--- src/rtl/sm_pkg.sv ---
// Shared opcodes, error codes and default sizing for the stack machine.
// Latency: n/a (declarations only).
// Backpressure: n/a.
package sm_pkg;

  localparam int SM_DEPTH = 8;
  localparam int SM_DW    = 20;
  localparam int SM_PCW   = 10;
  localparam int IMMW     = 10;

  localparam logic [2:0] OP_PUSH = 3'b000;
  localparam logic [2:0] OP_ADD  = 3'b001;
  localparam logic [2:0] OP_SUB  = 3'b010;
  localparam logic [2:0] OP_MUL  = 3'b011;
  localparam logic [2:0] OP_HALT = 3'b111;

  localparam logic [2:0] ERR_OK        = 3'd0;
  localparam logic [2:0] ERR_STACK_OVF = 3'd1;
  localparam logic [2:0] ERR_STACK_UNF = 3'd2;
  localparam logic [2:0] ERR_ARITH_OVF = 3'd3;
  localparam logic [2:0] ERR_INVALID   = 3'd4;

  typedef enum logic [1:0] {
    ALU_ADD = 2'd0,
    ALU_SUB = 2'd1,
    ALU_MUL = 2'd2
  } alu_op_e;

endpackage

--- src/rtl/sm_alu.sv ---
// Signed add/sub/mul on two DW-bit operands, wrapped result plus overflow flag.
// Latency: 0 cycles (purely combinational).
// Backpressure: none; result follows the inputs every cycle.
module sm_alu
  import sm_pkg::*;
#(
  parameter int DW = SM_DW
) (
  input  alu_op_e               op_i,
  input  logic signed [DW-1:0]  a_i,
  input  logic signed [DW-1:0]  b_i,
  output logic        [DW-1:0]  res_o,
  output logic                  ovf_o
);

  logic [DW:0]     sum;
  logic [2*DW-1:0] prod;

  // Overflow means the exact result does not fit back into DW signed bits.
  always_comb begin
    res_o = '0;
    ovf_o = 1'b0;
    sum   = '0;
    prod  = '0;
    case (op_i)
      ALU_ADD: begin
        sum   = {a_i[DW-1], a_i} + {b_i[DW-1], b_i};
        res_o = sum[DW-1:0];
        ovf_o = sum[DW] ^ sum[DW-1];
      end
      ALU_SUB: begin
        sum   = {a_i[DW-1], a_i} - {b_i[DW-1], b_i};
        res_o = sum[DW-1:0];
        ovf_o = sum[DW] ^ sum[DW-1];
      end
      ALU_MUL: begin
        prod  = $signed({{DW{a_i[DW-1]}}, a_i}) * $signed({{DW{b_i[DW-1]}}, b_i});
        res_o = prod[DW-1:0];
        ovf_o = (prod[2*DW-1:DW-1] != {(DW+1){prod[DW-1]}});
      end
      default: begin
        res_o = '0;
        ovf_o = 1'b0;
      end
    endcase
  end

endmodule

--- src/rtl/stack_machine.sv ---
// Single-issue stack machine: one instruction per clock from external memory at pc.
// Latency: result/err combinational in the issue cycle; stack, pc and fin update at next edge.
// Backpressure: none; fetch stops only when fin is set (HALT or last address).
module stack_machine
  import sm_pkg::*;
#(
  parameter int DEPTH = SM_DEPTH,
  parameter int DW    = SM_DW,
  parameter int PCW   = SM_PCW
) (
  input  logic           clk,
  input  logic           rst_n,
  input  logic [12:0]    instr,
  output logic [PCW-1:0] pc,
  output logic           d_valid,
  output logic [DW-1:0]  out_data,
  output logic [2:0]     err_code,
  output logic           fin
);

  localparam int SPW = $clog2(DEPTH + 1);
  localparam int IW  = (DEPTH > 1) ? $clog2(DEPTH) : 1;
  localparam logic [SPW-1:0] SP_FULL = SPW'(DEPTH);
  localparam logic [SPW-1:0] SP_TWO  = SPW'(2);
  localparam logic [PCW-1:0] PC_LAST = '1;

  logic [DW-1:0]  stk_q [DEPTH];
  logic [SPW-1:0] sp_q, sp_d;
  logic [PCW-1:0] pc_q, pc_d;
  logic           fin_q, fin_d;

  logic           wr_en;
  logic [IW-1:0]  wr_idx;
  logic [DW-1:0]  wr_dat;

  logic [2:0]     opcode;
  logic [DW-1:0]  imm_sext;
  logic [IW-1:0]  top_idx, sec_idx;
  logic [DW-1:0]  top_val, sec_val;
  alu_op_e        alu_op;
  logic [DW-1:0]  alu_res;
  logic           alu_ovf;

  assign opcode   = instr[12:10];
  assign imm_sext = {{(DW-IMMW){instr[IMMW-1]}}, instr[IMMW-1:0]};

  // Index arithmetic may wrap when the stack is shallow; every use below is guarded by sp.
  assign top_idx = IW'(sp_q - SPW'(1));
  assign sec_idx = IW'(sp_q - SP_TWO);
  assign top_val = (sp_q != '0) ? stk_q[top_idx] : '0;
  assign sec_val = stk_q[sec_idx];

  // Map the instruction opcode onto the ALU operation.
  always_comb begin
    alu_op = ALU_MUL;
    case (opcode)
      OP_ADD:  alu_op = ALU_ADD;
      OP_SUB:  alu_op = ALU_SUB;
      default: alu_op = ALU_MUL;
    endcase
  end

  sm_alu #(.DW(DW)) u_alu (
    .op_i  (alu_op),
    .a_i   (sec_val),
    .b_i   (top_val),
    .res_o (alu_res),
    .ovf_o (alu_ovf)
  );

  // Decode, error classification and next-state; rejected instructions leave the stack alone.
  always_comb begin
    d_valid  = 1'b0;
    out_data = '0;
    err_code = ERR_OK;
    sp_d     = sp_q;
    pc_d     = pc_q;
    fin_d    = fin_q;
    wr_en    = 1'b0;
    wr_idx   = '0;
    wr_dat   = '0;
    if (rst_n && !fin_q) begin
      d_valid = 1'b1;
      if (pc_q == PC_LAST) begin
        fin_d = 1'b1;
      end else begin
        pc_d = pc_q + 1'b1;
      end
      case (opcode)
        OP_PUSH: begin
          if (sp_q == SP_FULL) begin
            err_code = ERR_STACK_OVF;
          end else begin
            wr_en    = 1'b1;
            wr_idx   = IW'(sp_q);
            wr_dat   = imm_sext;
            sp_d     = sp_q + 1'b1;
            out_data = imm_sext;
          end
        end
        OP_ADD, OP_SUB, OP_MUL: begin
          if (sp_q < SP_TWO) begin
            err_code = ERR_STACK_UNF;
          end else begin
            wr_en    = 1'b1;
            wr_idx   = sec_idx;
            wr_dat   = alu_res;
            sp_d     = sp_q - 1'b1;
            out_data = alu_res;
            if (alu_ovf) err_code = ERR_ARITH_OVF;
          end
        end
        OP_HALT: begin
          out_data = top_val;
          fin_d    = 1'b1;
        end
        default: begin
          err_code = ERR_INVALID;
        end
      endcase
    end
  end

  // State registers: synchronous active-low reset empties the stack and restarts at pc 0.
  always_ff @(posedge clk) begin
    if (!rst_n) begin
      pc_q  <= '0;
      sp_q  <= '0;
      fin_q <= 1'b0;
      for (int i = 0; i < DEPTH; i++) stk_q[i] <= '0;
    end else begin
      pc_q  <= pc_d;
      sp_q  <= sp_d;
      fin_q <= fin_d;
      if (wr_en) stk_q[wr_idx] <= wr_dat;
    end
  end

  assign pc  = pc_q;
  assign fin = fin_q;

endmodule

--- config.mk ---
export PLATFORM = sky130hd
export DESIGN_NAME = stack_machine
export DESIGN_NICKNAME = d
export VERILOG_FILES = /design/src/rtl/sm_pkg.sv /design/src/rtl/sm_alu.sv /design/src/rtl/stack_machine.sv
export SDC_FILE = /design/constraint.sdc
export NUM_CORES = 2
export LEC_CHECK = 0
export ABC_CLOCK_PERIOD_IN_PS = 9800
export BUFFER_PORTS_ARGS = -buffer_cell sky130_fd_sc_hd__buf_2
export CAP_MARGIN = 20
export CORE_ASPECT_RATIO = 0.9
export CORE_MARGIN = 5
export CORE_UTILIZATION = 44
export DETAILED_ROUTE_END_ITERATION = 6
export PLACE_DENSITY = 0.62
export SETUP_SLACK_MARGIN = 0.5
export SKIP_LAST_GASP = 1
export SYNTH_ARGS = -nofsm -noshare
export SYNTH_HDL_FRONTEND = slang
export SYNTH_HIERARCHICAL = 1
export SYNTH_SLANG_ARGS = --single-unit
--- constraint.sdc ---
create_clock -name clk -period 9.8 [get_ports clk]
set_input_delay 0.98 -clock clk [delete_from_list [all_inputs] [get_ports clk]]
set_output_delay 0.98 -clock clk [all_outputs]
set_load 0.03 [all_outputs]
Yosys cells after proc, flatten, opt, wreduce, memory -nomap -nowiden
Memories as Yosys holds them, arrays and structs flattened.
Cells that the tools add are included.
- flip-flop bits (word level): 15
- memory bits (writable): 160
- bits of input ports: 15
- output and inout port bits: 35
- logic and storage cells: 74
- memories: 1
- memories (name ; words ; bits a word ; read ports ; clocked after memory_dff ; wr ports ; line ; source):
    stk_q ; 8 ; 20 ; 2 ; 0 ; 8 ; stack_machine.sv:27 ; logic [DW-1:0] stk_q [DEPTH];
- add/subtract/negate cells: 6
- multipliers: 1
- $lt $le $gt $ge: 1
- equal/unequal tests: 11
- muxes and demuxes: 36
- bitwise logic cells: 3
- reduce and logical (&&, ||, !) cells: 12
- operators with widths (operator ; count):
    $mux 20 ; 6
    $pmux 20 s3 ; 2
    $mul 20x20->40 ; 1
    $pmux 20 s2 ; 1
    $add 20x20->21 ; 1
    $sub 20x20->21 ; 1
    $ne 20x20->1 ; 1
    $reduce_or 20->1 ; 1
    $mux 3 ; 5
    $mux 1 ; 12
    $add 10x1->10 const B ; 1
    $eq 10x10->1 const B ; 1
    $pmux 3 s3 ; 1
    $mux 4 ; 2
    $pmux 4 s2 ; 1
    $eq 3x2->1 const B ; 2
    $pmux 3 s2 ; 1
    $add 4x1->4 const B ; 1
    $eq 4x4->1 const B ; 1
    $lt 4x2->1 const B ; 1
    $mux 2 ; 2
    $ne 2x2->1 const B ; 2
    $pmux 2 s2 ; 1
    $reduce_and 2->1 ; 2
    other kinds (18) ; 20

Depth between registers and ports, before layout
An unclocked memory read counts as a cell.
- depth after elaboration: 10
- depth in mapped cells: 40
- mapped depth without buffers: 34

Modules after synthesis
The synthesis kept the hierarchy.
- by module, submodules not included (module ; instances ; cells an instance ; area each (sq um) ; sequential area each (sq um)):
    sm_alu ; 1 ; 1912 ; 17241.5 ; 0.0
    stack_machine ; 1 ; 793 ; 9801.9 ; 5104.9

Worst setup path after synthesis
No wires, ideal clock.
- path kind: register to output
- start: register sp_q[0]
- end: output port err_code[1]
- data arrival time: 9.762 ns
- required time: 8.820 ns
- slack: -0.942 ns
- stages on the path, launching flop included: 37
- path buffers: 5
- path through: dfxtp_1 > clkbuf_1 > buf_1 > inv_1 > ha_1 > buf_1 > buf_1 > mux4_2 > nand2_1 > a21oi_1 > clkbuf_1 > nand2_1 > inv_1 > fa_1 > inv_1 > fa_1 > inv_1 > fa_1 > inv_1 > fa_1 > fa_1 > fa_1 > inv_1 > fa_1 > ha_1 > and4_1 > and3_1 > and2_1 > a221oi_1 > nand2_1 > a31oi_4 > xor2_1 > nor4_1 > mux2_4 > a31oi_1 > nor2_1 > nor3_1
- word-level cells in the longest chain between the ends: 10
- elaborated cells between the ends (all ways): 17
- classes of those cells: add/sub: 4; mul: 1; order compare: 1; eq/ne: 1; mux: 6; bitwise: 2; reduce/logical: 1; memory: 1
- ends and longest elaborated chain (what ; line ; source):
    from (decl) ; stack_machine.sv:28 ; logic [SPW-1:0] sp_q, sp_d;
    from (signal assigned) ; stack_machine.sv:133 ; sp_q <= sp_d;
    $sub 4x1->4 ; - ;
    $mem_v2 8x20 ; - ;
    $mux 20 (*) ; stack_machine.sv:50 ; assign top_val = (sp_q != '0) ? stk_q[top_idx] : '0;
    named net top_val[2] ; stack_machine.sv:39 ; logic [DW-1:0] top_val, sec_val;
    $mul 20x20->40, or another cell as far along ; sm_alu.sv:37 ; prod = $signed({{DW{a_i[DW-1]}}, a_i}) * $signed({{DW{b_i[DW-1]}}, b_i});
    $ne 20x20->1, or another cell as far along ; sm_alu.sv:39 ; ovf_o = (prod[2*DW-1:DW-1] != {(DW+1){prod[DW-1]}});
    $pmux 1 s3 (*) ; sm_alu.sv:25 ; case (op_i)
    named net alu_ovf ; stack_machine.sv:42 ; logic alu_ovf;
    $mux 2 (*) ; stack_machine.sv:110 ; if (alu_ovf) err_code = ERR_ARITH_OVF;
    $mux 2 (*) ; stack_machine.sv:102 ; if (sp_q < SP_TWO) begin
    $pmux 3 s3 (*) ; stack_machine.sv:89 ; case (opcode)
    $mux 3 (*) ; stack_machine.sv:82 ; if (rst_n && !fin_q) begin
    to (decl) ; stack_machine.sv:17 ; output logic [2:0] err_code,
The timed path passes the listed nets; every way through them passes the cells marked *.

Final worst setup path
Same ends and word-level chain as after synthesis.

==> impl_metrics.json <==
{
  "grt_start_max_net_pins": 35,
  "ir_drop_v": 0.0000940,
  "cpLargestDelayFamily": "adder cells",
  "setup_viol": 2,
  "holdCritStartpoint": "pc[1]",
  "cts_buffers": 17,
  "status": "finished with violations",
  "cts-htree-levels": 4,
  "critPathLaunchType": "register",
  "groute.usage.overall_pct": 26.3,
  "rows": 86,
  "multiInputGateArea_um2": 20600,
  "relSlewSlack_pct": 30.6,
  "area_used_by_sequential_logic_in_the_layout_um2": 5110,
  "synth_ff_type": "sky130_fd_sc_hd__edfxtp_1",
  "synth-seq-area-share_pct": 18.9,
  "clock_sink_count": 175,
  "leakagePower_nw": 12.7,
  "async_reset_ff_share_pct": 0,
  "worst_ep_required_time_ns": 8.82,
  "clock_insertion_delay_worst_skew_ns": 0.44,
  "routed_wire_length_per_instance_um": 23.1,
  "total_power_mw": 2.90,
  "first_pass_iters": 5,
  "fp.coreArea_um2": 61000,
  "placed_area_um2": 30600,
  "buffer_ports.inserted": 49,
  "clock_power_share_pct": 22.3,
  "root_buffer_cell": "sky130_fd_sc_hd__clkbuf_16",
  "detailed_place_hpwl_um": 69100,
  "yosys_warnings": 6,
  "design.die.area_um2": 66500,
  "critical_path_arrival_ns": 9.29,
  "rsz0062_at_grt": "yes",
  "drt-total-wl_um": 87700,
  "dp_worst_setup_slack_ns": -0.221,
  "worst_clock_skew_ns": 0.00994,
  "vias_per_cell": 5.75,
  "worst-slew-pin-transition_ns": 1.04,
  "max-clock-path-buffers": 2,
  "first_global_vias": 23400,
  "antenna_violating_nets_post_route": 0,
  "worstSetupStartpoint": "sp_q[0]",
  "p_switching_mw": 1.12,
  "startpoint_to_endpoint_class_of_the_critical_path": "reg2out",
  "starting_density_of_the_core_pct": 44.3,
  "fillers": 5297,
  "gp_congestion": 0.973,
  "synthesis.area_um2": 27000,
  "synth_cells": 2705,
  "cpMostUsedCell": "sky130_fd_sc_hd__fa_1",
  "critical-path-slowest-cell": "sky130_fd_sc_hd__fa_1",
  "internal_power_mw": 1.78,
  "finalMaxSlewViolations": 0,
  "die_width_um": 271,
  "setup_tns_ns": -0.931,
  "post-route-period-util_pct": 105,
  "failed_checks": "setup timing",
  "critical_path.max_stage_delay_ns": 0.57,
  "swShare_pct": 38.6,
  "via_count": 21800,
  "grt_remaining_overflow": 0,
  "max_cap_violations": 0,
  "synth_edf_count": 160,
  "drive_above_1_share_pct": 24.6,
  "critical_path.reg2reg.startpoint": "sp_q[0]",
  "path_clk_slew_ns": 0.07,
  "p_comb_share_pct": 48.2,
  "worst_hold_path_type": "reg2reg",
  "post-route-cell-area_um2": 32500,
  "io-pin-count": 50,
  "layout_stage_area_growth_over_the_synthesis_result_pct": 20.1,
  "dpl.cell_count": 3711,
  "height_of_the_die_um": 245,
  "ranking_of_synthesized_cells_by_area": "sky130_fd_sc_hd__fa_1 (31%), sky130_fd_sc_hd__edfxtp_1 (18%), sky130_fd_sc_hd__ha_1 (7.1%)",
  "syn_area_per_cell_um2": 10.0,
  "postSynthRegisterBits": 175,
  "final.min_clock_period_ns": 10.27,
  "final_critical_path_setup_slack_ns": -0.470,
  "syn-num-nets": 3296,
  "seq_power_share_pct": 29.6,
  "drc": 0,
  "detailedRoute.firstIterationViolations": 2083,
  "unique_cell_type_count_in_the_yosys_netlist": 101,
  "nNetsFinal": 3584,
  "grt_antenna_before_repair": 5,
  "tritoncts": "built",
  "grt_pass1_wl_um": 136000,
  "powerDensity_nw_per_um2": 89.3,
  "synth_top_area_cell": "sky130_fd_sc_hd__fa_1",
  "setup.worst_path.end_class": "output port",
  "finalHoldViolations": 0,
  "critPathMaxFanout": 7,
  "timing.fmax_ghz": 0.0974,
  "wp_buf_inv": 10,
  "final-instance-count-excl-fill": 3802,
  "yosys.area.top_type_share_pct": 31.2
}
[path summary, 6_finish.rpt]
kind	slack, ns	to	cells after the start
worst max-delay path	-0.47	err_code[1]	35
worst min-delay path	0.52	pc[1]	2
worst max register to register	1.29	stk_q[3][19]	33
worst min register to register	0.52	pc[1]	2
[cell usage after synthesis (10+ instances only)]
cell type / count
sky130_fd_sc_hd__fa_1: 422
sky130_fd_sc_hd__inv_1: 387
sky130_fd_sc_hd__nand2_1: 274
sky130_fd_sc_hd__nor2_1: 213
sky130_fd_sc_hd__and2_1: 173
sky130_fd_sc_hd__edfxtp_1: 160
sky130_fd_sc_hd__ha_1: 154
sky130_fd_sc_hd__clkbuf_1: 115
sky130_fd_sc_hd__mux4_2: 80
sky130_fd_sc_hd__a21oi_1: 79
sky130_fd_sc_hd__nor3_1: 67
sky130_fd_sc_hd__o21ai_0: 50
sky130_fd_sc_hd__nand3_1: 44
sky130_fd_sc_hd__xnor2_1: 44
sky130_fd_sc_hd__a21o_1: 27
sky130_fd_sc_hd__nand2b_1: 26
sky130_fd_sc_hd__a22oi_1: 23
sky130_fd_sc_hd__buf_2: 23
sky130_fd_sc_hd__mux2_2: 20
sky130_fd_sc_hd__xor2_1: 20
sky130_fd_sc_hd__a31oi_1: 19
sky130_fd_sc_hd__and3_1: 16
sky130_fd_sc_hd__dfxtp_1: 15
sky130_fd_sc_hd__nand4_1: 15
sky130_fd_sc_hd__a211oi_1: 14
sky130_fd_sc_hd__o211ai_1: 12
sky130_fd_sc_hd__nor2b_1: 11
sky130_fd_sc_hd__o22ai_1: 11
sky130_fd_sc_hd__or3_1: 11
sky130_fd_sc_hd__o21a_1: 10
sky130_fd_sc_hd__o21ai_2: 10
sky130_fd_sc_hd__o31ai_1: 10
[state kept, by name (all words and copies together) (netlist names)]
name / count
stk_q: 160
pc: 10
sp_q: 4
fin: 1
[logic make-up (layout without fill, tap and decap cells)]
group / count (synthesis) / in the layout / synth area share, %
AOI/OAI and AO/OA: 348 / 349 / 9.11
xor gates and xnor gates: 64 / 64 / 2.07
adders and majority gates: 576 / 576 / 38.4
buffers and inverters: 544 / 844 / 7.82
DFF: 175 / 175 / 18.9
muxes: 107 / 107 / 7.77
other: 0 / 4 / 0
and+or+nand+nor: 891 / 891 / 16.0
[metal layers]
layer / track usage, % / up-vias / wire, um
met5: 0 / - / 0
met1: 36.8 / 11200 / 36700
met2: 44.2 / 1017 / 42000
met3: 3.56 / 130 / 7090
met4: 6.20 / 0 / 1920
li1: - / 9539 / -
[area by class of cell]
type / instances / area share, %
timing repair buffer: 423 / 11.5
sequential: 175 / 15.7
antenna: 4 / 0.0308
multi-input combinational: 1987 / 63.5
tap: 792 / 3.05
clock buffer: 17 / 1.31
clock inverter: 15 / 0.408
inverter: 389 / 4.53
[per-stage QoR]
step	hold WS, ns	util (%)
detailed placement	0.503	50.2
CTS	0.514	52.4
global placement	0.489	50.1
global route	0.536	53.2
floorplan	0.532	-
finish	0.518	53.2
[worst min-delay path: cells and delay by family, from the launching register on]
family        cells  cell delay (ns)
mux               1             0.06
flops             1             0.35
simple gates      1             0.07
[timing repair]
action                     in CTS  in global routing
setup buffers                  33                 18
hold endpoints to repair        0                  0
setup endpoints to repair       7                 11
hold buffers                    0                  0
cloned                          2                  2
resized for setup              98                 88
pin swaps                      48                 55
[power by group through the flow]
stage               combinational (mW)  sequential [mW]  clock [mW]
finish                            1.40            0.857       0.646
global placement                  1.25            0.870           0
CTS                               1.35            0.857       0.651
global route                      1.51            0.860       0.683
detailed placement                1.26            0.873           0
floorplan                        0.800            0.873           0
[cells in the final DEF (no fill, tap or decap), drive strengths merged, types with 21 or more instances in the layout]
master  count
fa        422
a31oi      23
mux2       21
inv       391
a21o       28
a21oi      83
mux4       80
xnor2      44
nand3      45
nand2b     26
ha        154
a22oi      23
buf       421
nand2     275
nor3       68
and2      173
nor2      213
o21ai      70
edfxtp    160
(Power assumes the default switching activity.)
